### config.mk
export PLATFORM = sky130hd
export DESIGN_NAME = qkd_host_req_sched
export DESIGN_NICKNAME = d
export VERILOG_FILES = /design/src/rtl/qkd_host_req_sched.sv
export SDC_FILE = /design/constraint.sdc
export NUM_CORES = 1
export LEC_CHECK = 0
export BUFFER_PORTS_ARGS = -buffer_cell sky130_fd_sc_hd__buf_2
export CORE_MARGIN = 2
export CORE_UTILIZATION = 36
export DETAILED_ROUTE_END_ITERATION = 7
export PLACE_DENSITY = 0.54
export SYNTH_ARGS = -nofsm -noshare
export SYNTH_HDL_FRONTEND = slang
export SYNTH_SLANG_ARGS = --single-unit
### constraint.sdc
create_clock -name clk -period 2.8 [get_ports clk]
set_input_delay 0.14 -clock clk [delete_from_list [all_inputs] [get_ports clk]]
set_output_delay 0.14 -clock clk [all_outputs]
set_load 0.05 [all_outputs]
### src/rtl/qkd_host_req_sched.sv
// Host-request scheduler: polls the mailbox status word and sequences the
// initial BRAM load, round-robin key reads / input writes and the READY/IDLE handshake.
module qkd_host_req_sched #(
    parameter int NUM_KEY_CH     = 2,
    parameter int NUM_IN_CH      = 4,
    parameter int FIELD_W        = 4,
    parameter logic [FIELD_W-1:0] IDLE_CODE    = 'h0,
    parameter logic [FIELD_W-1:0] REQUEST_CODE = 'h1,
    parameter logic [FIELD_W-1:0] WRITER_CODE  = 'h2,
    parameter int TIMEOUT_CYCLES = 65535,
    parameter int END_AFTER_KEYS = 2,
    localparam int SW = FIELD_W * (1 + NUM_KEY_CH + NUM_IN_CH)
) (
    input  logic                  clk,
    input  logic                  rst,
    input  logic                  start,
    input  logic                  init_load_done,
    input  logic [SW-1:0]         status_in,
    input  logic [NUM_KEY_CH-1:0] key_read_done,
    input  logic [NUM_IN_CH-1:0]  in_write_done,
    output logic                  init_load_en,
    output logic [NUM_KEY_CH-1:0] key_read_en,
    output logic [NUM_IN_CH-1:0]  in_write_en,
    output logic                  write_ready_en,
    output logic                  write_idle_en,
    output logic                  reset_cnt,
    output logic                  timeout_err,
    output logic [7:0]            keys_read,
    output logic [4:0]            sched_state
);

    localparam int NUM_FIELDS = 1 + NUM_KEY_CH + NUM_IN_CH;
    localparam int KW = (NUM_KEY_CH > 1) ? $clog2(NUM_KEY_CH) : 1;
    localparam int IW = (NUM_IN_CH > 1) ? $clog2(NUM_IN_CH) : 1;
    localparam logic [31:0] TMO_LIM = 32'(TIMEOUT_CYCLES - 1);
    localparam logic [NUM_KEY_CH-1:0] KEY_ONE = 1;
    localparam logic [NUM_IN_CH-1:0]  IN_ONE  = 1;

    typedef enum logic [4:0] {
        S_IDLE         = 5'd0,
        S_START        = 5'd1,
        S_INIT_LOAD    = 5'd2,
        S_INIT_END     = 5'd3,
        S_INIT_IDLE_WR = 5'd4,
        S_POLL         = 5'd5,
        S_KEY_READ     = 5'd6,
        S_KEY_END      = 5'd7,
        S_IN_WRITE     = 5'd8,
        S_IN_END       = 5'd9,
        S_WR_READY     = 5'd10,
        S_WAIT_IDLE    = 5'd11,
        S_WR_IDLE      = 5'd12,
        S_FINISH       = 5'd13,
        S_TEST_END     = 5'd30,
        S_ERROR        = 5'd31
    } state_t;

    state_t state, state_next;

    logic [KW-1:0]         key_ptr, key_grant;
    logic [IW-1:0]         in_ptr, in_grant;
    logic [NUM_KEY_CH-1:0] key_req;
    logic [NUM_IN_CH-1:0]  in_req;
    logic                  key_any, in_any;
    logic                  mailbox_idle;
    logic [31:0]           tmo_cnt;
    logic                  tmo_hit;
    logic [7:0]            keys_inc;
    logic                  end_hit;

    // First requesting index strictly after ptr, wrapping modulo n (n <= 8).
    function automatic int rr_pick(input logic [7:0] req, input int ptr, input int n);
        int pick;
        int idx;
        pick = ptr;
        idx  = 0;
        for (int off = 8; off >= 1; off--) begin
            if (off <= n) begin
                idx = (ptr + off) % n;
                if (req[idx[2:0]]) pick = idx;
            end
        end
        return pick;
    endfunction

    function automatic logic is_wait(input state_t s);
        return (s == S_INIT_LOAD) || (s == S_KEY_READ) ||
               (s == S_IN_WRITE)  || (s == S_WAIT_IDLE);
    endfunction

    always_comb begin
        key_req      = '0;
        in_req       = '0;
        mailbox_idle = (status_in[FIELD_W-1:0] == WRITER_CODE);
        for (int k = 0; k < NUM_KEY_CH; k++)
            key_req[k] = (status_in[FIELD_W*(1+k) +: FIELD_W] == REQUEST_CODE);
        for (int i = 0; i < NUM_IN_CH; i++)
            in_req[i] = (status_in[FIELD_W*(1+NUM_KEY_CH+i) +: FIELD_W] == REQUEST_CODE);
        for (int f = 1; f < NUM_FIELDS; f++)
            if (status_in[FIELD_W*f +: FIELD_W] != IDLE_CODE) mailbox_idle = 1'b0;
    end

    assign key_any   = |key_req;
    assign in_any    = |in_req;
    assign key_grant = KW'(rr_pick(8'(key_req), int'(key_ptr), NUM_KEY_CH));
    assign in_grant  = IW'(rr_pick(8'(in_req), int'(in_ptr), NUM_IN_CH));

    assign tmo_hit  = (TIMEOUT_CYCLES != 0) && (tmo_cnt >= TMO_LIM);
    assign keys_inc = (keys_read == 8'hFF) ? 8'hFF : keys_read + 8'd1;
    assign end_hit  = (END_AFTER_KEYS != 0) && (int'(keys_inc) >= END_AFTER_KEYS);

    always_ff @(posedge clk or posedge rst) begin
        if (rst) state <= S_IDLE;
        else     state <= state_next;
    end

    // Exit conditions are tested before the timeout so a same-cycle done wins.
    always_comb begin
        state_next = state;
        case (state)
            S_IDLE:         if (start) state_next = S_START;
            S_START:        state_next = S_INIT_LOAD;
            S_INIT_LOAD: begin
                if (init_load_done) state_next = S_INIT_END;
                else if (tmo_hit)   state_next = S_ERROR;
            end
            S_INIT_END:     state_next = S_INIT_IDLE_WR;
            S_INIT_IDLE_WR: state_next = S_POLL;
            S_POLL: begin
                if (key_any)     state_next = S_KEY_READ;
                else if (in_any) state_next = S_IN_WRITE;
            end
            S_KEY_READ: begin
                if (key_read_done[key_ptr]) state_next = S_KEY_END;
                else if (tmo_hit)           state_next = S_ERROR;
            end
            S_KEY_END: begin
                if (end_hit)     state_next = S_TEST_END;
                else if (in_any) state_next = S_IN_WRITE;
                else             state_next = S_WR_READY;
            end
            S_IN_WRITE: begin
                if (in_write_done[in_ptr]) state_next = S_IN_END;
                else if (tmo_hit)          state_next = S_ERROR;
            end
            S_IN_END:       state_next = S_WR_READY;
            S_WR_READY:     state_next = S_WAIT_IDLE;
            S_WAIT_IDLE: begin
                if (mailbox_idle) state_next = S_WR_IDLE;
                else if (tmo_hit) state_next = S_ERROR;
            end
            S_WR_IDLE:      state_next = S_FINISH;
            S_FINISH:       state_next = S_IDLE;
            S_TEST_END:     state_next = S_TEST_END;
            S_ERROR:        state_next = S_ERROR;
            default:        state_next = S_ERROR;
        endcase
    end

    always_ff @(posedge clk or posedge rst) begin
        if (rst) begin
            key_ptr   <= KW'(NUM_KEY_CH - 1);
            in_ptr    <= IW'(NUM_IN_CH - 1);
            tmo_cnt   <= '0;
            keys_read <= '0;
        end else begin
            if (state_next == S_KEY_READ && state != S_KEY_READ) key_ptr <= key_grant;
            if (state_next == S_IN_WRITE && state != S_IN_WRITE) in_ptr  <= in_grant;
            if (is_wait(state_next) && state_next != state) tmo_cnt <= '0;
            else if (is_wait(state))                        tmo_cnt <= tmo_cnt + 32'd1;
            if (state == S_KEY_END) keys_read <= keys_inc;
        end
    end

    always_comb begin
        init_load_en   = (state == S_INIT_LOAD);
        key_read_en    = (state == S_KEY_READ) ? (KEY_ONE << key_ptr) : '0;
        in_write_en    = (state == S_IN_WRITE) ? (IN_ONE << in_ptr) : '0;
        write_ready_en = (state == S_WR_READY);
        write_idle_en  = (state == S_INIT_IDLE_WR) || (state == S_WR_IDLE);
        reset_cnt      = (state == S_FINISH);
        timeout_err    = (state == S_ERROR);
        sched_state    = state;
    end

endmodule

==> results.py, run 1 <==
metrics = {
    "outcome": {
        "status": "finished with violations",
        "violations": "negative setup slack",
    },
    "floorplanning": {
        "start_util_pct": 37.1,
        "num_rows": 36,
        "placeableCoreArea_sq_mm": 0.00977,
        "io_pins": 62,
        "die_area_sq_mm": 0.0109,
        "fp.dieH_microns": 104,
        "die_w_microns": 104,
    },
    "power_and_ir_drop": {
        "p_leak_nw": 2.02,
        "power_mw": 3.84,
        "power_density_mw_per_mm2": 800,
        "irDropWorstVdd_uv": 392,
    },
    "routing": {
        "num_vias": 3649,
        "antenna_left": 0,
        "wirelength_mm": 10.1,
        "routed_via_density": 5.57,
        "drcViolationCount": 0,
        "wire_per_inst_microns": 15.4,
        "drt_iter0_drc": 203,
        "firstDrtPassIters": 4,
    },
    "layout": {
        "final_area_sq_mm": 0.00480,
        "synthToLayoutAreaGrowth_pct": 32.4,
        "fillers": 964,
        "drive_above_1_share_pct": 34.9,
        "fin_nets": 566,
        "n_antenna_cell": 0,
    },
    "grt": {
        "antenna_found_initial": 0,
        "grt.total_usage_pct": 17.8,
        "grt_pass1_vias": 3449,
        "grt_pass1_wl_mm": 16.3,
        "grt_max_degree": 32,
        "overflow": 0,
    },
    "clocking": {
        "clock_sinks": 48,
        "tritoncts": "yes",
        "cts_buffers": 5,
        "cts_buffer_depth": 2,
        "htreeDepth": 2,
        "path_clk_slew_ns": 0.10,
        "insertion_delay_ns": 0.31,
        "cts_root_buf": "clkbuf_8",
    },
    "worst_setup_path": {
        "cp_max_fo": 9,
        "crit_start": "keys_read[0]",
        "path_buf_inv": 3,
        "path_cells": "ha_4, buf_4, nand2b_4, mux2i_1, a31oi_1, or3_1, a211o_4, xnor2_4, o31ai_4, buf_6, clkbuf_16, a21oi_1",
        "cp_slowest_cell": "dfrtp_2",
        "cp.arrival_ns": 3.07,
        "r2r_start": "keys_read[0]",
        "end_kind": "flop",
        "crit_family": "compound AO/OA/AOI/OAI gates",
        "critPathMaxStageDelay_ns": 0.44,
        "start_kind": "flop",
        "crit_type": "flop to flop",
        "cp_data_required_time_ns": 3.00,
    },
    "yosys": {
        "synth_top_cell_area_share_pct": 31.1,
        "synth_edf_count": 0,
        "synth_ff_type": "dfrtp_1",
        "yosysMostFrequentCell": "a21oi_1",
        "synth_commonest_cells": "a21oi_1, dfrtp_1, nand2_1",
        "synthTopCellsByArea": "dfrtp_1, a21oi_1, xor2_1",
        "netlist_instances": 429,
        "yosysWarnings": 0,
        "syn_nets": 474,
        "synth.distinct_cells": 65,
        "ys_seq_area_share_pct": 33.3,
        "syn_area_per_cell_sq_um": 8.45,
        "synth_top_cell_by_area": "dfrtp_1",
        "ys_ff_latch": 48,
        "async_flop_share_pct": 100,
        "synth_area_sq_mm": 0.00362,
    },
    "timing": {
        "period_share_pct": 102,
        "grt_setup_unrepaired": "yes",
        "slew_violations": 0,
        "finalClockSkew_ns": 0.0127,
        "relSlewSlack_pct": 53.5,
        "hold_viol_final": 0,
        "clock.fmax_mhz": 349,
        "worstMarginPinSlew_ns": 0.696,
        "fin_crit_ns": 2.87,
        "setup-violations-final": 30,
        "fin_ws_ns": -0.0688,
    },
    "min_path": {
        "hp-class": "primary input to flop",
        "min-delay-start": "status_in[8]",
    },
    "placement": {
        "portBuffers": 61,
        "place_area_sq_mm": 0.00437,
        "dp_hpwl_mm": 7.20,
        "place.gp.congestion": 0.857,
    },
    "job": {
        "maxCapViolCount": 0,
    },
}
[final timing paths]
path	endpoint	slack (ns)	depth (start not counted)
min in group asynchronous	tmo_cnt[13]	0.48	3
worst max-delay path	tmo_cnt[31]	-0.07	12
worst max register to register	tmo_cnt[31]	-0.07	12
worst min register to register	key_ptr	0.55	2
max in group asynchronous	tmo_cnt[30]	1.61	4
worst min-delay path	key_ptr	0.05	3
[cell usage in the layout, fill, tap and decap left out, drive strengths merged, types with 3 or more instances in the layout]
cell type / netlist / routed
nor2b: 3 / 3
o31ai: 4 / 4
xnor2: 17 / 17
nand4: 20 / 20
inv: 14 / 15
o2111ai: 3 / 3
and2: 10 / 10
nor3: 19 / 19
dfstp: 3 / 3
nor2: 28 / 28
a31oi: 6 / 6
nor4b: 6 / 6
nand2: 29 / 29
ha: 7 / 7
nand2b: 11 / 11
xor2: 18 / 18
dfrtp: 45 / 45
or3: 5 / 5
a21oi: 48 / 48
o22ai: 4 / 4
buf: 12 / 112
nand3: 19 / 19
nor4: 10 / 10
and4: 4 / 4
o21ai: 12 / 12
mux2i: 4 / 4
clkbuf: 18 / 7
and3: 14 / 14
or3b: 3 / 3
mux2: 5 / 5
[per-layer routing]
layer / share of wire, % / GRT usage [%] / vias to the layer above
li1: - / - / 1758
met5: 0 / 0 / -
met2: 47 / 29.7 / 113
met4: 1.8 / 5.41 / 0
met1: 46 / 23.9 / 1760
met3: 4.8 / 2.38 / 18
[layout make-up]
type                       count  area (sq um)  share of cell area [%]
tap                          133           166                    3.47
sequential                    48          1210                    25.2
clock buffer                   5          68.8                    1.43
timing repair buffer         115           791                    16.5
inverter                      14          52.6                    1.10
clock inverter                 3          68.8                    1.43
multi-input combinational    337          2440                    50.9
[repair_timing]
| action | CTS | global route |
|---|---|---|
| endpoints found under the hold margin | 27 | 0 |
| pin swaps | 0 | 26 |
| endpoints found under the setup margin | 31 | 34 |
| buffers inserted | 0 | 1 |
| hold buffers | 1 | 0 |
| resized for setup | 7 | 38 |
| gates cloned | 0 | 3 |
[per-stage QoR]
| step | utilization [%] | cells | setup WS (ns) | hold slack [ns] | TNS (ns) |
|---|---|---|---|---|---|
| 2_1_floorplan | - | 429 | -0.228 | 0.249 | -6.70 |
| 3_3_place_gp | 44.7 | 642 | -0.00155 | 0.305 | -0.00174 |
| 3_5_place_dp | 44.7 | 642 | -0.0646 | 0.294 | -1.65 |
| 4_1_cts | 46.6 | 651 | -0.0673 | 0.0476 | -1.40 |
| 5_1_grt | 49.1 | 655 | -0.189 | 0.0573 | -5.00 |
| 6_report | 49.1 | 655 | -0.0688 | 0.0550 | -1.36 |
[power by group]
group / leakage [nW] / total, mW / switching, mW / internal, mW
Combinational: 1.33 / 2.15 / 1.27 / 0.882
Clock: 0.0687 / 0.621 / 0.261 / 0.360
Sequential: 0.628 / 1.07 / 0.208 / 0.858
[kinds of logic (layout without fill, tap and decap cells)]
family / count (synthesis) / after routing / synth area share, %
compound gates: 101 / 101 / 18.6
xor+xnor: 35 / 35 / 8.98
fa+ha+maj: 7 / 7 / 2.42
buf+inv: 44 / 137 / 5.21
flops: 48 / 48 / 33.3
mux: 10 / 10 / 3.28
simple gates: 184 / 184 / 28.2
[sequential cells by signal (all words and copies together), names as in the netlist]
register     flops
in_ptr           2
key_ptr          1
keys_read        8
sched_state      5
tmo_cnt         32
[worst reg2reg max path: stages, from the launching register on]
cell and delay [ns]:
dfrtp_2 0.44, ha_4 0.17, buf_4 0.16, nand2b_4 0.14, mux2i_1 0.14, a31oi_1 0.14
or3_1 0.40, a211o_4 0.39, xnor2_4 0.15, o31ai_4 0.23, buf_6 0.18, clkbuf_16 0.17
a21oi_1 0.07
Note: power is estimated with default switching activity, not from simulation.
==> run 2, diff against run 1 <==
--- a/config.mk
+++ b/config.mk
@@ -5,6 +5,7 @@
 export SDC_FILE = /design/constraint.sdc
 export NUM_CORES = 1
 export LEC_CHECK = 0
+export ABC_AREA = 1
 export BUFFER_PORTS_ARGS = -buffer_cell sky130_fd_sc_hd__buf_2
 export CORE_MARGIN = 2
 export CORE_UTILIZATION = 36
==> run 2 against run 1 <==
The run now ends clean. Cell area down 1.8%. Flip-flop and latch count unchanged. Routed wire length down 2.1%. Clock power up 10%. Final cell count up 24%. Combinational power down 97%. Clock skew down 0.0071 ns. Non-clock buffer count down 47. Critical path type unchanged. Critical endpoint is now tmo_cnt[8].
==> results.py, run 2 <==
metrics = {
    "grt": {
        "antenna_found_initial": 0,
        "grt_pass1_wl_mm": 16.9,
        "met2_usage_pct": 26.8,
        "grt_pass1_vias": 3669,
        "grt_use_met3_pct": 1.81,
        "grt_max_degree": 49,
        "use_met1_pct": 22.8,
        "overflow": 0,
        "grt.total_usage_pct": 16.3,
        "grt-busiest-layer": "met2",
    },
    "floorplanning": {
        "placeableCoreArea_sq_mm": 0.0110,
        "num_rows": 38,
        "start_util_pct": 37.2,
        "io_pins": 62,
        "die_w_microns": 111,
        "fp.dieH_microns": 111,
        "die_area_sq_mm": 0.0122,
    },
    "clocking": {
        "ctsHoldBuffers": 0,
        "cts_buffer_depth": 2,
        "tritoncts": "yes",
        "htreeDepth": 2,
        "cts_root_buf": "clkbuf_16",
        "cts_buffers": 5,
        "clock_sinks": 48,
        "insertion_delay_ns": 0.29,
        "path_clk_slew_ns": 0.07,
    },
    "routing": {
        "num_vias": 3923,
        "antenna_left": 0,
        "firstDrtPassIters": 5,
        "drt_iter0_drc": 361,
        "wire_per_inst_microns": 12.2,
        "wirelength_mm": 9.88,
        "drcViolationCount": 0,
        "routed_via_density": 4.84,
    },
    "yosys": {
        "ys_ff_latch": 48,
        "synthTopCellsByArea": "dfrtp_1, nand2_1, inv_1",
        "yosysMostFrequentCell": "nand2_1",
        "syn_area_per_cell_sq_um": 6.76,
        "async_flop_share_pct": 100,
        "syn_nets": 650,
        "synth_edf_count": 0,
        "synth_commonest_cells": "nand2_1, inv_1, nor2_1",
        "ys_seq_area_share_pct": 29.5,
        "synth_area_sq_mm": 0.00409,
        "synth_top_cell_by_area": "dfrtp_1",
        "synth_ff_type": "dfrtp_1",
        "synth_top_cell_area_share_pct": 27.5,
        "synth.distinct_cells": 40,
        "netlist_instances": 605,
        "yosysWarnings": 0,
    },
    "timing": {
        "period_share_pct": 88.1,
        "fin_setup_tns_ns": 0,
        "grt_setup_unrepaired": "no",
        "fin_crit_ns": 2.47,
        "worstMarginPinSlew_ns": 1.07,
        "finalClockSkew_ns": 0.00564,
        "clock.fmax_mhz": 405,
        "slew_violations": 0,
        "holdWs_ns": 0.121,
        "relSlewSlack_pct": 28.5,
        "setup-violations-final": 0,
        "hold_viol_final": 0,
    },
    "layout": {
        "drive_above_1_share_pct": 22.4,
        "regMostFlops": "tmo_cnt",
        "synthToLayoutAreaGrowth_pct": 15.2,
        "fin_nets": 714,
        "final_common_cell": "nand2_1",
        "layout_common_cells": "nand2_1, inv_1, nor2_1",
        "n_antenna_cell": 0,
        "largest_reg_flops": 32,
    },
    "power_and_ir_drop": {
        "power_density_mw_per_mm2": 308,
        "intPower_mw": 1.15,
        "switching_share_pct": 21.1,
        "irDropWorstVdd_uv": 195,
        "seq_power_share_pct": 47.7,
        "p_clk_share_pct": 47.2,
        "p_leak_nw": 2.59,
        "switching_power_mw": 0.306,
        "combPwrFrac_pct": 5.1,
    },
    "min_path": {
        "hp-class": "primary input to asynchronous set/reset pin",
    },
    "placement": {
        "dp_hpwl_mm": 7.55,
        "place.gp.congestion": 0.939,
        "portBuffers": 61,
    },
    "outcome": {
        "status": "finished clean",
    },
    "worst_setup_path": {
        "crit_type": "flop to flop",
        "cp_data_required_time_ns": 3.02,
        "cp.arrival_ns": 2.68,
        "cp_max_fo": 32,
        "end_kind": "flop",
        "start_kind": "flop",
    },
    "job": {
        "maxCapViolCount": 0,
    },
}
-- run 2: layout make-up --
class,count,area (sq um)
timing repair buffer,68,399
fill,1159,6270
clock inverter,1,30.0
sequential,48,1200
inverter,99,377
tap,140,175
multi-input combinational,447,2390
clock buffer,7,133
-- run 2: metrics by stage --
stage               total power, mW  cell area (sq um)  instances  utilization [%]  worst slack [ns]
global route                   1.51               4710        810             42.9            0.0384
finish                         1.45               4710        810             42.9             0.333
detailed placement            0.782               4520        800             41.1             0.249
floorplan                     0.741               4090        605                -             0.143
global placement              0.781               4520        800             41.1             0.243
CTS                            1.48               4680        808             42.6             0.235
-- run 2: path summary, 6_finish.rpt --
path / start / to / slack, ns / depth (start not counted)
worst max-delay path: sched_state[2] / tmo_cnt[8] / 0.33 / 16
worst min-delay path: rst / tmo_cnt[24] / 0.12 / 2
worst max register to register: sched_state[2] / tmo_cnt[8] / 0.33 / 16
worst min register to register: in_ptr[0] / in_ptr[0] / 0.51 / 2
max in group asynchronous: rst / tmo_cnt[6] / 2.03 / 2
min in group clk: status_in[10] / key_ptr / 0.19 / 4
-- run 2: repair_timing --
action / 4_1_cts / 5_1_grt
setup endpoints to repair: 0 / 31
gates resized for setup: 0 / 1
endpoints found under the hold margin: 0 / 0
buffers inserted: 0 / 2
-- run 2: cell families after synthesis --
kind of cell / Yosys count / share of synthesized area [%]
compound gates: 66 / 11.3
xor+xnor: 30 / 6.43
fa+ha+maj: 7 / 2.14
buf+inv: 110 / 12.2
flops: 48 / 29.5
simple gates: 344 / 38.5
-- run 2: power by group through the flow --
stage / sequential [mW] / combinational (mW) / clock (mW)
floorplan: 0.707 / 0.0345 / 0
CTS: 0.693 / 0.0756 / 0.708
global placement: 0.707 / 0.0742 / 0
global route: 0.693 / 0.0848 / 0.735
finish: 0.694 / 0.0737 / 0.685
detailed placement: 0.707 / 0.0755 / 0
-- run 2: critical path: stages, from the launching register on --
cell and delay (ns):
dfrtp_1 0.54, clkinv_4 0.15, nand2_1 0.07, nor2_2 0.19, nand2_4 0.11, nand2_8 0.14, nor2_4 0.06, nand2_4 0.08
nand2_1 0.07, nor2_2 0.14, nand3_2 0.13, nand2_1 0.09, nand2_1 0.07, nor2_2 0.10, nand2_2 0.06, buf_6 0.22
a21oi_2 0.16
-- run 2: per-layer routing --
metal | part of all wire (%) | vias up
met1 | 49 | 1759
li1 | - | 2022
met3 | 4.6 | 16
met2 | 45 | 126
met5 | 0 | -
met4 | 1.3 | 0
==> run 3, diff against run 2 <==
--- a/config.mk
+++ b/config.mk
@@ -10,7 +10,7 @@
 export CORE_MARGIN = 2
 export CORE_UTILIZATION = 36
 export DETAILED_ROUTE_END_ITERATION = 7
-export PLACE_DENSITY = 0.54
+export PLACE_DENSITY = 0.52
 export SYNTH_ARGS = -nofsm -noshare
 export SYNTH_HDL_FRONTEND = slang
 export SYNTH_SLANG_ARGS = --single-unit
==> constraint.sdc (replaced) <==
create_clock -name clk -period 2.6 [get_ports clk]
set_input_delay 0.13 -clock clk [delete_from_list [all_inputs] [get_ports clk]]
set_output_delay 0.13 -clock clk [all_outputs]
set_load 0.05 [all_outputs]
==> run 3 against run 2 <==
Via count down 2.1%. Worst setup slack got worse by 0.096 ns. Worst hold slack worse by 0.022 ns.
==> results.py, run 3 (synthesis results as in run 2) <==
metrics = {
    "outcome": {
        "status": "finished clean",
    },
    "timing": {
        "fin_crit_ns": 2.36,
        "period_share_pct": 90.9,
        "hold_viol_final": 0,
        "holdWs_ns": 0.0994,
        "relSlewSlack_pct": 30.7,
        "clock.fmax_mhz": 423,
        "grt_setup_unrepaired": "no",
        "fin_setup_tns_ns": 0,
        "slew_violations": 0,
        "setup-violations-final": 0,
        "finalClockSkew_ns": 0.00673,
        "worstMarginPinSlew_ns": 1.04,
    },
    "worst_setup_path": {
        "cp.arrival_ns": 2.58,
        "path_common_cell": "nand2_1",
        "cp_max_fo": 32,
        "end_kind": "flop",
        "cp_data_required_time_ns": 2.82,
        "path_buf_inv": 1,
        "crit_type": "flop to flop",
        "cp_slowest_cell": "dfrtp_1",
        "start_kind": "flop",
        "crit_family": "simple AND/OR/NAND/NOR gates",
        "path_cells": "nand2_1, nand2_2, nand2_4, nand2_8, nor2_4, nand2_4, nand2_1, nor2_2, nand3_2, nand2_1, nand2_1, nor2_2, nand2_2, buf_12, a21oi_2",
        "critPathMaxStageDelay_ns": 0.56,
    },
    "power_and_ir_drop": {
        "switching_power_mw": 0.344,
        "p_leak_nw": 2.61,
        "p_clk_share_pct": 45.3,
        "power_density_mw_per_mm2": 320,
        "intPower_mw": 1.17,
        "combPwrFrac_pct": 5.2,
        "irDropWorstVdd_uv": 215,
        "seq_power_share_pct": 49.5,
        "switching_share_pct": 22.8,
    },
    "grt": {
        "grt_max_degree": 48,
        "grt_pass1_vias": 3664,
        "overflow": 0,
        "antenna_found_initial": 0,
        "grt_pass1_wl_mm": 16.9,
        "grt.total_usage_pct": 16.4,
    },
    "layout": {
        "fin_nets": 716,
        "final_cells": 812,
        "final_common_cell": "nand2_1",
        "layout_common_cells": "nand2_1, inv_1, nor2_1",
        "synthToLayoutAreaGrowth_pct": 15.6,
        "largest_reg_flops": 32,
        "n_antenna_cell": 0,
        "drive_above_1_share_pct": 23.1,
        "regMostFlops": "tmo_cnt",
        "fillers": 1143,
        "multiInputGateArea_sq_mm": 0.00240,
        "seqCellArea_sq_mm": 0.00120,
        "final_core_util_pct": 43.0,
    },
    "clocking": {
        "ctsHoldBuffers": 0,
        "cts_buffer_depth": 2,
        "htreeDepth": 2,
        "tritoncts": "yes",
        "clock_sinks": 48,
        "path_clk_slew_ns": 0.07,
        "cts_root_buf": "clkbuf_16",
        "insertion_delay_ns": 0.29,
        "cts_buffers": 5,
        "post-cts-setup-buffers": 0,
    },
    "routing": {
        "drt_iter0_drc": 235,
        "wire_per_inst_microns": 11.9,
        "drcViolationCount": 0,
        "dr.max_layer_used": "met4",
        "routed_via_density": 4.73,
        "met3_length_microns": 338,
        "met2_length_mm": 4.44,
        "num_vias": 3840,
        "wirelength_mm": 9.70,
        "antenna_left": 0,
        "met1_length_mm": 4.83,
        "firstDrtPassIters": 4,
    },
    "floorplanning": {
        "placeableCoreArea_sq_mm": 0.0110,
        "die_area_sq_mm": 0.0122,
        "fp.dieH_microns": 111,
        "die_w_microns": 111,
        "io_pins": 62,
        "num_rows": 38,
        "start_util_pct": 37.2,
    },
    "placement": {
        "portBuffers": 61,
        "dp.cells": 804,
        "place.gp.congestion": 0.843,
        "dp_hpwl_mm": 7.45,
    },
    "min_path": {
        "hp-class": "primary input to asynchronous set/reset pin",
    },
    "job": {
        "maxCapViolCount": 0,
    },
}
==> run 3: worst register-to-register path, cell delays in order (launching register included) <==
cell	delay [ns]
dfrtp_1	0.56
nand2_1	0.23
nand2_2	0.14
nand2_4	0.08
nand2_8	0.15
nor2_4	0.06
nand2_4	0.08
nand2_1	0.07
nor2_2	0.14
nand3_2	0.13
nand2_1	0.08
nand2_1	0.06
nor2_2	0.09
nand2_2	0.07
buf_12	0.18
a21oi_2	0.18
==> run 3: metrics by stage <==
stage / total power [mW] / instance area [sq um] / setup slack, ns
after floorplan: 0.798 / 4100 / 0.158
after global placement: 0.842 / 4560 / 0.191
after detailed placement: 0.843 / 4560 / 0.180
after CTS: 1.54 / 4720 / 0.165
after global routing: 1.58 / 4720 / 0.0182
final: 1.51 / 4720 / 0.237
==> run 3: what timing repair did <==
| item | in CTS | in global routing |
|---|---|---|
| hold endpoints to repair | 0 | 0 |
| setup endpoints to repair | 0 | 34 |
| gates resized for setup | 0 | 2 |
==> run 3: path summary, 6_finish.rpt <==
check	start	to	cells past startpoint	slack, ns
worst max-delay path	sched_state[1]	tmo_cnt[19]	15	0.24
worst min-delay path	rst	keys_read[0]	2	0.1
worst max register to register	sched_state[1]	tmo_cnt[19]	15	0.24
worst min register to register	in_ptr[0]	in_ptr[0]	2	0.51
max in group asynchronous	rst	in_ptr[1]	3	1.79
min in group clk	status_in[10]	key_ptr	4	0.17
==> run 3: layer usage <==
metal / GRT usage [%] / vias up
met5: 0 / -
met4: 4.00 / 0
met3: 2.03 / 7
met2: 26.7 / 73
met1: 23.0 / 1730
li1: - / 2030
==> run 3: final cells by class <==
| type | instances | area share [%] |
|---|---|---|
| clock inverters | 2 | 0.291 |
| clock buffers | 6 | 2.94 |
| well taps | 140 | 3.71 |
| multi-input cells | 447 | 50.9 |
| repair buffers | 70 | 8.69 |
| inverters | 99 | 7.97 |
| flip-flops and latches | 48 | 25.5 |
==> run 3: power groups by stage <==
| stage | Combinational, mW | Sequential, mW | Clock, mW |
|---|---|---|---|
| floorplan | 0.0372 | 0.761 | 0 |
| global placement | 0.0810 | 0.761 | 0 |
| detailed placement | 0.0819 | 0.761 | 0 |
| CTS | 0.0819 | 0.746 | 0.716 |
| global route | 0.0923 | 0.746 | 0.740 |
| finish | 0.0792 | 0.747 | 0.684 |
